--- src/rtl/spi_slave_responder.sv ---
// spi_slave_responder: SPI slave that turns 56-bit frames (8-bit command,
// 16-bit address, 32-bit data) into register write strobes or read requests.
// sclk/cs_n/mosi are oversampled on mclk through 2-flop synchronizers.
// Optional feature: define SPI_SLAVE_ERR_CNT_EN to build a saturating
// abort counter on err_cnt; otherwise err_cnt is tied to zero.
`timescale 1ns/1ps

module spi_slave_responder #(
    parameter logic [7:0]  CMD_READ   = 8'h0F,
    parameter logic [31:0] RD_DEFAULT = 32'hDEAD_BEEF
) (
    input  logic        mclk,
    input  logic        rst_n,
    input  logic        sclk,
    input  logic        cs_n,
    input  logic        mosi,
    output logic        miso,
    output logic        miso_oe,
    output logic        wr_en,
    output logic [15:0] wr_addr,
    output logic [31:0] wr_data,
    output logic        rd_req,
    output logic [15:0] rd_addr,
    input  logic        rd_valid,
    input  logic [31:0] rd_data,
    output logic        busy,
    output logic        frame_abort,
    output logic [7:0]  err_cnt
);

    typedef enum logic [2:0] {
        IDLE,
        CMD,
        ADDR,
        WDATA,
        RDATA,
        WAIT_CS
    } state_t;

    // synchronizer and edge-history flops
    logic sclk_meta_q, sclk_sync_q, sclk_prev_q;
    logic cs_meta_q, cs_sync_q, cs_prev_q;
    logic mosi_meta_q, mosi_sync_q;

    // frame-start qualification after reset
    logic [1:0] settle_q;
    logic       armed_q;

    // FSM and datapath
    state_t      state_q, state_d;
    logic [5:0]  bit_cnt_q, bit_cnt_d;
    logic [30:0] rx_q, rx_d;
    logic [7:0]  cmd_q, cmd_d;
    logic [15:0] addr_q, addr_d;
    logic [31:0] tx_q, tx_d;
    logic        tx_loaded_q, tx_loaded_d;
    logic        first_fall_q, first_fall_d;
    logic        miso_q, miso_d;
    logic        wr_en_q, wr_en_d;
    logic [15:0] wr_addr_q, wr_addr_d;
    logic [31:0] wr_data_q, wr_data_d;
    logic        rd_req_q, rd_req_d;
    logic [15:0] rd_addr_q, rd_addr_d;
    logic        abort_q, abort_d;

    logic        sclk_rise, sclk_fall, cs_rise, cs_fall;
    logic [31:0] rx_word;
    logic [31:0] load_word;
    logic [5:0]  bit_cnt_inc;

    assign sclk_rise   = sclk_sync_q & ~sclk_prev_q;
    assign sclk_fall   = ~sclk_sync_q & sclk_prev_q;
    assign cs_rise     = cs_sync_q & ~cs_prev_q;
    assign cs_fall     = ~cs_sync_q & cs_prev_q;
    // rx_word is the shift register including the bit being sampled now
    assign rx_word     = {rx_q, mosi_sync_q};
    assign bit_cnt_inc = bit_cnt_q + 6'd1;
    // word presented on the first RDATA falling edge; a return in that same
    // cycle still counts as in time
    assign load_word   = tx_loaded_q ? tx_q : (rd_valid ? rd_data : RD_DEFAULT);

    // Bring the asynchronous SPI pins into the mclk domain and keep one
    // cycle of history for edge detection.
    always_ff @(posedge mclk) begin
        if (!rst_n) begin
            sclk_meta_q <= 1'b0;
            sclk_sync_q <= 1'b0;
            sclk_prev_q <= 1'b0;
            cs_meta_q   <= 1'b1;
            cs_sync_q   <= 1'b1;
            cs_prev_q   <= 1'b1;
            mosi_meta_q <= 1'b0;
            mosi_sync_q <= 1'b0;
        end else begin
            sclk_meta_q <= sclk;
            sclk_sync_q <= sclk_meta_q;
            sclk_prev_q <= sclk_sync_q;
            cs_meta_q   <= cs_n;
            cs_sync_q   <= cs_meta_q;
            cs_prev_q   <= cs_sync_q;
            mosi_meta_q <= mosi;
            mosi_sync_q <= mosi_meta_q;
        end
    end

    // Arm frame acceptance only once the synchronizers hold real pin values
    // and cs_n has been seen high, so a frame cut by reset is never resumed.
    always_ff @(posedge mclk) begin
        if (!rst_n) begin
            settle_q <= 2'd0;
            armed_q  <= 1'b0;
        end else begin
            if (settle_q != 2'd3) begin
                settle_q <= settle_q + 2'd1;
            end
            if (settle_q == 2'd3 && cs_sync_q && cs_prev_q) begin
                armed_q <= 1'b1;
            end
        end
    end

    // State and datapath registers.
    always_ff @(posedge mclk) begin
        if (!rst_n) begin
            state_q      <= IDLE;
            bit_cnt_q    <= '0;
            rx_q         <= '0;
            cmd_q        <= '0;
            addr_q       <= '0;
            tx_q         <= '0;
            tx_loaded_q  <= 1'b0;
            first_fall_q <= 1'b0;
            miso_q       <= 1'b1;
            wr_en_q      <= 1'b0;
            wr_addr_q    <= '0;
            wr_data_q    <= '0;
            rd_req_q     <= 1'b0;
            rd_addr_q    <= '0;
            abort_q      <= 1'b0;
        end else begin
            state_q      <= state_d;
            bit_cnt_q    <= bit_cnt_d;
            rx_q         <= rx_d;
            cmd_q        <= cmd_d;
            addr_q       <= addr_d;
            tx_q         <= tx_d;
            tx_loaded_q  <= tx_loaded_d;
            first_fall_q <= first_fall_d;
            miso_q       <= miso_d;
            wr_en_q      <= wr_en_d;
            wr_addr_q    <= wr_addr_d;
            wr_data_q    <= wr_data_d;
            rd_req_q     <= rd_req_d;
            rd_addr_q    <= rd_addr_d;
            abort_q      <= abort_d;
        end
    end

    // Next-state and datapath logic; a cs_n rise always wins over an sclk edge.
    always_comb begin
        state_d      = state_q;
        bit_cnt_d    = bit_cnt_q;
        rx_d         = rx_q;
        cmd_d        = cmd_q;
        addr_d       = addr_q;
        tx_d         = tx_q;
        tx_loaded_d  = tx_loaded_q;
        first_fall_d = first_fall_q;
        miso_d       = miso_q;
        wr_en_d      = 1'b0;
        wr_addr_d    = wr_addr_q;
        wr_data_d    = wr_data_q;
        rd_req_d     = 1'b0;
        rd_addr_d    = rd_addr_q;
        abort_d      = 1'b0;

        case (state_q)
            IDLE: begin
                if (cs_fall && armed_q) begin
                    state_d   = CMD;
                    bit_cnt_d = '0;
                    rx_d      = '0;
                end
            end

            CMD: begin
                if (cs_rise) begin
                    state_d = IDLE;
                    abort_d = 1'b1;
                end else if (sclk_rise) begin
                    rx_d      = rx_word[30:0];
                    bit_cnt_d = bit_cnt_inc;
                    if (bit_cnt_q == 6'd7) begin
                        cmd_d   = rx_word[7:0];
                        state_d = ADDR;
                    end
                end
            end

            ADDR: begin
                if (cs_rise) begin
                    state_d = IDLE;
                    abort_d = 1'b1;
                end else if (sclk_rise) begin
                    rx_d      = rx_word[30:0];
                    bit_cnt_d = bit_cnt_inc;
                    if (bit_cnt_q == 6'd23) begin
                        addr_d = rx_word[15:0];
                        if (cmd_q == CMD_READ) begin
                            state_d      = RDATA;
                            rd_req_d     = 1'b1;
                            rd_addr_d    = rx_word[15:0];
                            tx_loaded_d  = 1'b0;
                            first_fall_d = 1'b0;
                            miso_d       = 1'b1;
                        end else begin
                            state_d = WDATA;
                        end
                    end
                end
            end

            WDATA: begin
                if (cs_rise) begin
                    state_d = IDLE;
                    abort_d = 1'b1;
                end else if (sclk_rise) begin
                    rx_d      = rx_word[30:0];
                    bit_cnt_d = bit_cnt_inc;
                    if (bit_cnt_q == 6'd55) begin
                        wr_en_d   = 1'b1;
                        wr_addr_d = addr_q;
                        wr_data_d = rx_word;
                        state_d   = WAIT_CS;
                    end
                end
            end

            RDATA: begin
                if (cs_rise) begin
                    state_d = IDLE;
                    abort_d = 1'b1;
                end else begin
                    // capture an early read return; ignored once shifting began
                    if (!first_fall_q && !tx_loaded_q && rd_valid) begin
                        tx_d        = rd_data;
                        tx_loaded_d = 1'b1;
                    end
                    if (sclk_fall) begin
                        if (!first_fall_q) begin
                            miso_d       = load_word[31];
                            tx_d         = {load_word[30:0], 1'b0};
                            first_fall_d = 1'b1;
                        end else begin
                            miso_d = tx_q[31];
                            tx_d   = {tx_q[30:0], 1'b0};
                        end
                    end
                    if (sclk_rise) begin
                        bit_cnt_d = bit_cnt_inc;
                        if (bit_cnt_q == 6'd55) begin
                            state_d = WAIT_CS;
                        end
                    end
                end
            end

            WAIT_CS: begin
                if (cs_rise) begin
                    state_d = IDLE;
                end
            end

            default: begin
                state_d = IDLE;
            end
        endcase
    end

    assign busy        = (state_q != IDLE);
    assign miso_oe     = (state_q == RDATA);
    assign miso        = (state_q == RDATA) ? miso_q : 1'b1;
    assign wr_en       = wr_en_q;
    assign wr_addr     = wr_addr_q;
    assign wr_data     = wr_data_q;
    assign rd_req      = rd_req_q;
    assign rd_addr     = rd_addr_q;
    assign frame_abort = abort_q;

`ifdef SPI_SLAVE_ERR_CNT_EN
    logic [7:0] err_cnt_q;

    // Count aborted frames, saturating at all-ones.
    always_ff @(posedge mclk) begin
        if (!rst_n) begin
            err_cnt_q <= 8'h00;
        end else if (abort_q && err_cnt_q != 8'hFF) begin
            err_cnt_q <= err_cnt_q + 8'h01;
        end
    end

    assign err_cnt = err_cnt_q;
`else
    assign err_cnt = 8'h00;
`endif

endmodule

--- config.mk ---
export PLATFORM = sky130hd
export DESIGN_NAME = spi_slave_responder
export DESIGN_NICKNAME = d
export VERILOG_FILES = /design/src/rtl/spi_slave_responder.sv
export SDC_FILE = /design/constraint.sdc
export NUM_CORES = 1
export LEC_CHECK = 0
export CORE_UTILIZATION = 49
export DETAILED_ROUTE_END_ITERATION = 10
export PLACE_DENSITY_LB_ADDON = 0.1
export SLEW_MARGIN = 30
export SYNTH_ARGS = -nofsm -noshare
export SYNTH_HDL_FRONTEND = slang
export SYNTH_SLANG_ARGS = --single-unit
--- constraint.sdc ---
create_clock -name mclk -period 2.5 [get_ports mclk]
set_input_delay 0.5 -clock mclk [delete_from_list [all_inputs] [get_ports mclk]]
set_output_delay 0.5 -clock mclk [all_outputs]
set_load 0.02 [all_outputs]
Yosys cells after proc, flatten, opt, wreduce, memory -nomap -nowiden
Index checks and enable logic that the tools add are counted. Widths: inputs -> output; s select.

Add/sub/neg operators: 2. Multipliers: 0. Divide/modulo/power cells: 0. Magnitude comparators: 0. Eq/ne operators: 30. Shifts and indexed selects: 0. Multiplexer cells: 48. Bitwise gates (word level): 14. Reduce and logical (&&, ||, !) cells: 29.

Operator list (count): $mux 32 (5); $mux 31 (3); $pmux 31 s2 (1); $mux 3 (12); $ne 2x2->1 const B (10); $reduce_and 4->1 (5); $mux 1 (19); $mux 6 (3); $pmux 3 s5 (1); $reduce_and 7->1 (2); $ne 3x3->1 const B (4); $pmux 6 s2 (1); $not 1->1 (10); $eq 8x4->1 const B (1); $ne 2x1->1 const B (4); $reduce_and 8->1 (1); $reduce_bool 2->1 (4); $reduce_or 4->1 (2); $add 6x1->6 const B (1); $eq 3x2->1 const B (2); $eq 3x3->1 const B (2); $eq 6x3->1 const B (1); $eq 6x5->1 const B (1); $eq 6x6->1 const B (1); other kinds (16) (27).

Register bits: 177. Bits in latches: 0. Bits in writable memories: 0. Bits in read-only memories: 0. Input bits: 38. Output and inout port bits: 78. Memories kept: 0.

Logic depth before layout (Yosys ltp)
Gate-level depths: netlist of the first run.

Word-level depth: 6. Mapped depth: 9. Gate-level depth less buffers: 6.

Least setup slack after synthesis of the first run
Ideal clock, no wire load.

Path kind: register to register. From: register cs_prev_q. To: register rd_addr_q[10], in the netlist rd_addr[10]. Library setup time: 0.117 ns. Arrival time: 1.717 ns. Data required time: 2.383 ns. Setup slack: 0.666 ns. Stages on the path, launching flop included: 8. Path buffers: 2. Path through: dfxtp_1 -> nand2b_1 -> buf_4 -> nand3_4 -> nor4_4 -> a21oi_2 -> buf_6 -> a22o_1.

Longest elaborated chain between the ends: 4.

RTL lines: from (decl) (line 42) `logic cs_meta_q, cs_sync_q, cs_prev_q;`; from (signal assigned) (line 100) `cs_prev_q <= cs_sync_q;`; $not 1->1 (line 73) `assign cs_rise = cs_sync_q & ~cs_prev_q;`; $and 1x1->1 (line 73); $not 1->1 (no line); $reduce_and 5->1 (no line); to (signal assigned) (line 154) `rd_addr_q <= rd_addr_d;`; to (decl) (line 63) `logic [15:0] rd_addr_q, rd_addr_d;`.

Every way passes these cells. A chain may end at the register's enable or synchronous reset.

Worst setup path after layout of the first run
From: register state_q[1]. To: output miso_oe.

Longest elaborated chain between the ends: 1.

RTL lines: from (decl) (line 50) `state_t state_q, state_d;`; from (signal assigned) (line 141) `state_q <= state_d;`; $eq 3x3->1 (line 281) `assign miso_oe = (state_q == RDATA);`; to (decl) (line 18) `output logic miso_oe,`.

Every way passes these cells.

==> results of run 1 <==
[repair_timing]
action	4_1_cts	5_1_grt
endpoints found under the hold margin	0	0
setup endpoints to repair	1	3
resized for setup	1	2
[kinds of logic after synthesis]
group,after synthesis
AND/OR/NAND/NOR,387
AO/OA/AOI/OAI,209
flip-flops,177
buffers and inverters,87
multiplexers,12
adder cells (fa/ha/maj),2
other,1
XOR/XNOR,1
[sequential cells by signal (all words and copies together) (netlist names), 2 cells and up]
name	flops
addr_q	16
bit_cnt_q	6
cmd_q	8
rd_addr	16
rx_q	31
settle_q	2
state_q	3
tx_q	32
wr_addr	16
wr_data	32
[worst paths after layout]
path / start / end / slack, ns / depth (start not counted)
hold / removal: sclk_meta_q / sclk_sync_q / 0.43 / 1
hold reg to reg: sclk_meta_q / sclk_sync_q / 0.43 / 1
setup reg to reg: state_q[2] / addr_q[10] / 0.45 / 6
setup / recovery: state_q[1] / miso_oe / 0.11 / 2
[area by class of cell]
class                   count  area share (%)
well taps                 184           2.564
clock inverters             8          0.8360
clock buffers              24           5.699
flip-flops and latches    177           39.47
multi-input cells         619           37.45
repair buffers            127           13.71
inverters                   6          0.2647
[worst register-to-register path: cells and delay by family, from the launching register on]
kind | cells | cell delay (ns)
AOI/OAI and AO/OA | 1 | 0.08
DFF | 1 | 0.32
and+or+nand+nor | 3 | 1.17
buffers and inverters | 2 | 0.32
[stage by stage]
step / hold WS (ns) / setup WS (ns) / cell area [um2] / total power (W) / std cells
after global routing: 0.4493 / 0.01855 / 8980 / 0.006120 / 1145
after global placement: 0.4212 / 0.4996 / 8383 / 0.003340 / 1113
final: 0.4335 / 0.1080 / 8980 / 0.005907 / 1145
after detailed placement: 0.4224 / 0.4235 / 8383 / 0.003353 / 1113
after floorplan: 0.3863 / 0.6659 / 7253 / 0.003219 / 883
after CTS: 0.4367 / 0.02295 / 8976 / 0.005945 / 1145
[cell usage after synthesis (2+ instances only)]
cell type | number | area share (%)
nor2_1 | 46 | 2.4
mux2i_1 | 11 | 1.5
or2_2 | 2 | 0.17
nand2_1 | 212 | 11
a311oi_1 | 23 | 2.8
a21oi_1 | 76 | 5.3
nor3_1 | 2 | 0.14
or3_1 | 3 | 0.26
and2_1 | 6 | 0.52
ha_1 | 2 | 0.35
buf_1 | 4 | 0.21
inv_1 | 6 | 0.31
nand3b_1 | 26 | 2.7
o21a_1 | 2 | 0.21
buf_4 | 9 | 0.93
dfxtp_1 | 177 | 49
clkbuf_1 | 53 | 2.8
a21boi_0 | 2 | 0.21
nand2b_1 | 9 | 0.78
nor4_1 | 2 | 0.17
nor2b_1 | 5 | 0.43
buf_2 | 14 | 0.97
nor4_4 | 2 | 0.59
o21ai_0 | 40 | 2.8
and3_1 | 5 | 0.43
a31oi_1 | 9 | 0.78
nand3_1 | 53 | 3.7
o211ai_1 | 31 | 3.2
a22o_1 | 15 | 1.8
[power by group through the flow]
stage | combinational [W] | sequential, W | clock [W]
5_1_grt | 0.000459 | 0.00288 | 0.00278
4_1_cts | 0.000418 | 0.00288 | 0.00265
3_5_place_dp | 0.000415 | 0.00294 | 0
2_1_floorplan | 0.000299 | 0.00292 | 0
6_report | 0.000416 | 0.00288 | 0.00261
3_3_place_gp | 0.000404 | 0.00294 | 0
[layer usage]
metal / wire (um) / global-route usage, % / part of all wire (%)
met5: 0 / 0 / 0
met4: 234 / 7.907 / 1.3
met3: 847 / 6.042 / 4.8
met2: 8139 / 37.40 / 46
met1: 8462 / 31.94 / 48
==> flow_summary.yaml, run 1 <==
run_status:
  status: "completed"
sta:
  period_minus_slack_ns: 2.392
  setup_viol: 0
  max-slew-margin-rel_pct: 40.92
  min_period_over_period_pct: 95.68
  fmax_mhz: 418.1
  clock-skew-final_ns: 0.006426
  rsz0062_at_grt: "no"
  tightestPinTransition_ns: 0.8862
  hold_violations: 0
  slew_violations: 0
  fin_tns_setup_ns: 0
route:
  ant_nets: 0
  drt_first_pass_iters: 5
  vias: 6357
  drtIter0Drc: 528
  wl_mm: 17.68
  drc: 0
  routedWlPerCell_um: 15.44
  vias_per_cell: 5.552
die:
  start_util_pct: 49.91
  rows: 44
  die_area_mm2: 0.01524
  core_area_mm2: 0.01448
  chipWidth_um: 123.4
  die_h_um: 123.4
  pin_count: 116
global_route:
  grt_max_degree: 87
  track_usage_pct: 23.86
  grt_antenna_before_repair: 0
  grt_pass1_vias: 5817
  grt_pass1_wl_mm: 28.43
  grt-ovfl-total: 0
worst_setup_path:
  critPathBufInv: 1
  critPathLaunchType: "flip-flop"
  crit_arrival_ns: 1.89
  worstPathRequired_ns: 2.00
  critPathMaxStageDelay_ns: 0.67
  crit_slowest_cell: "clkdlybuf4s50_1"
  crit_family: "buffers and inverters"
  crit_chain: "nor3b_4 > clkdlybuf4s50_1"
  crit_path_end_kind: "output port"
  critPathKind: "flip-flop to output port"
  cp_max_fo: 13
pwr:
  pwr-share-clk_pct: 44.2
  p_leak_nw: 3.036
  power_density_mw_per_mm2: 657.8
  p_sw_w: 0.001369
  combPwrFrac_pct: 7.0
  p_sw_share_pct: 23.18
  internal-power_w: 0.004538
  max-vdd-ir-drop_uv: 541.7
  seq_power_share_pct: 48.8
clock_network:
  cts.sinks: 177
  clock_latency_ns: 0.43
  clockBufferDepth: 2
  holdBufCountCts: 0
  root_buffer: "clkbuf_16"
  numCtsBuffers: 17
  cts_max_level: 4
  cts_tree: "yes"
  clk_pin_slew_worst_paths_ns: 0.06
  cts_setup_buffers: 0
finish:
  final-seq-area_mm2: 0.003545
  n_antenna_cell: 0
  postLayoutCoreUtil_pct: 62.02
  area_growth_pct: 24.26
  drive_gt1_share_pct: 7.596
  layout_common_cells: "nand2_1, dfxtp_1, clkdlybuf4s50_1, a21oi_1, nand3_1"
  layout.nets: 988
  layout_commonest_cell: "nand2_1"
  fillers: 1256
  multi_input_area_mm2: 0.003363
yosys:
  ys.flop_type: "dfxtp_1"
  ys_seq_area_share_pct: 49.03
  synthArstFlopShare_pct: 0
  synth_edf_count: 0
  syn_area_mm2: 0.007227
  synthXorXnorAreaFrac_pct: 0.1212
  synth_seq_cells: 177
  ys_types: 58
  yosys_warnings: 0
  synth-adder-area-share_pct: 0.3463
  syn_area_per_cell_um2: 8.250
  synthSimpleGateAreaFrac_pct: 25.12
  synth_top_family_by_area: "simple AND/OR/NAND/NOR gates"
  synthMuxAreaShare_pct: 1.679
  postSynthCellCount: 876
  synth_compound_area_share_pct: 18.32
flow_run:
  max_cap_viol_count: 0
min_path:
  hp-class: "flip-flop to flip-flop"
placement:
  numPortBuffers: 107
  place_congestion: 0.8619
  place_hpwl_mm: 11.35
(Power assumes the default switching activity.)
==> inputs of run 2 (changes only) <==
--- a/config.mk
+++ b/config.mk
@@ -12,3 +12,4 @@
 export SYNTH_ARGS = -nofsm -noshare
 export SYNTH_HDL_FRONTEND = slang
 export SYNTH_SLANG_ARGS = --single-unit
+export TNS_END_PERCENT = 50
==> results of run 2 <==
Final layout, timing and power as in run 1 (identical DEF).
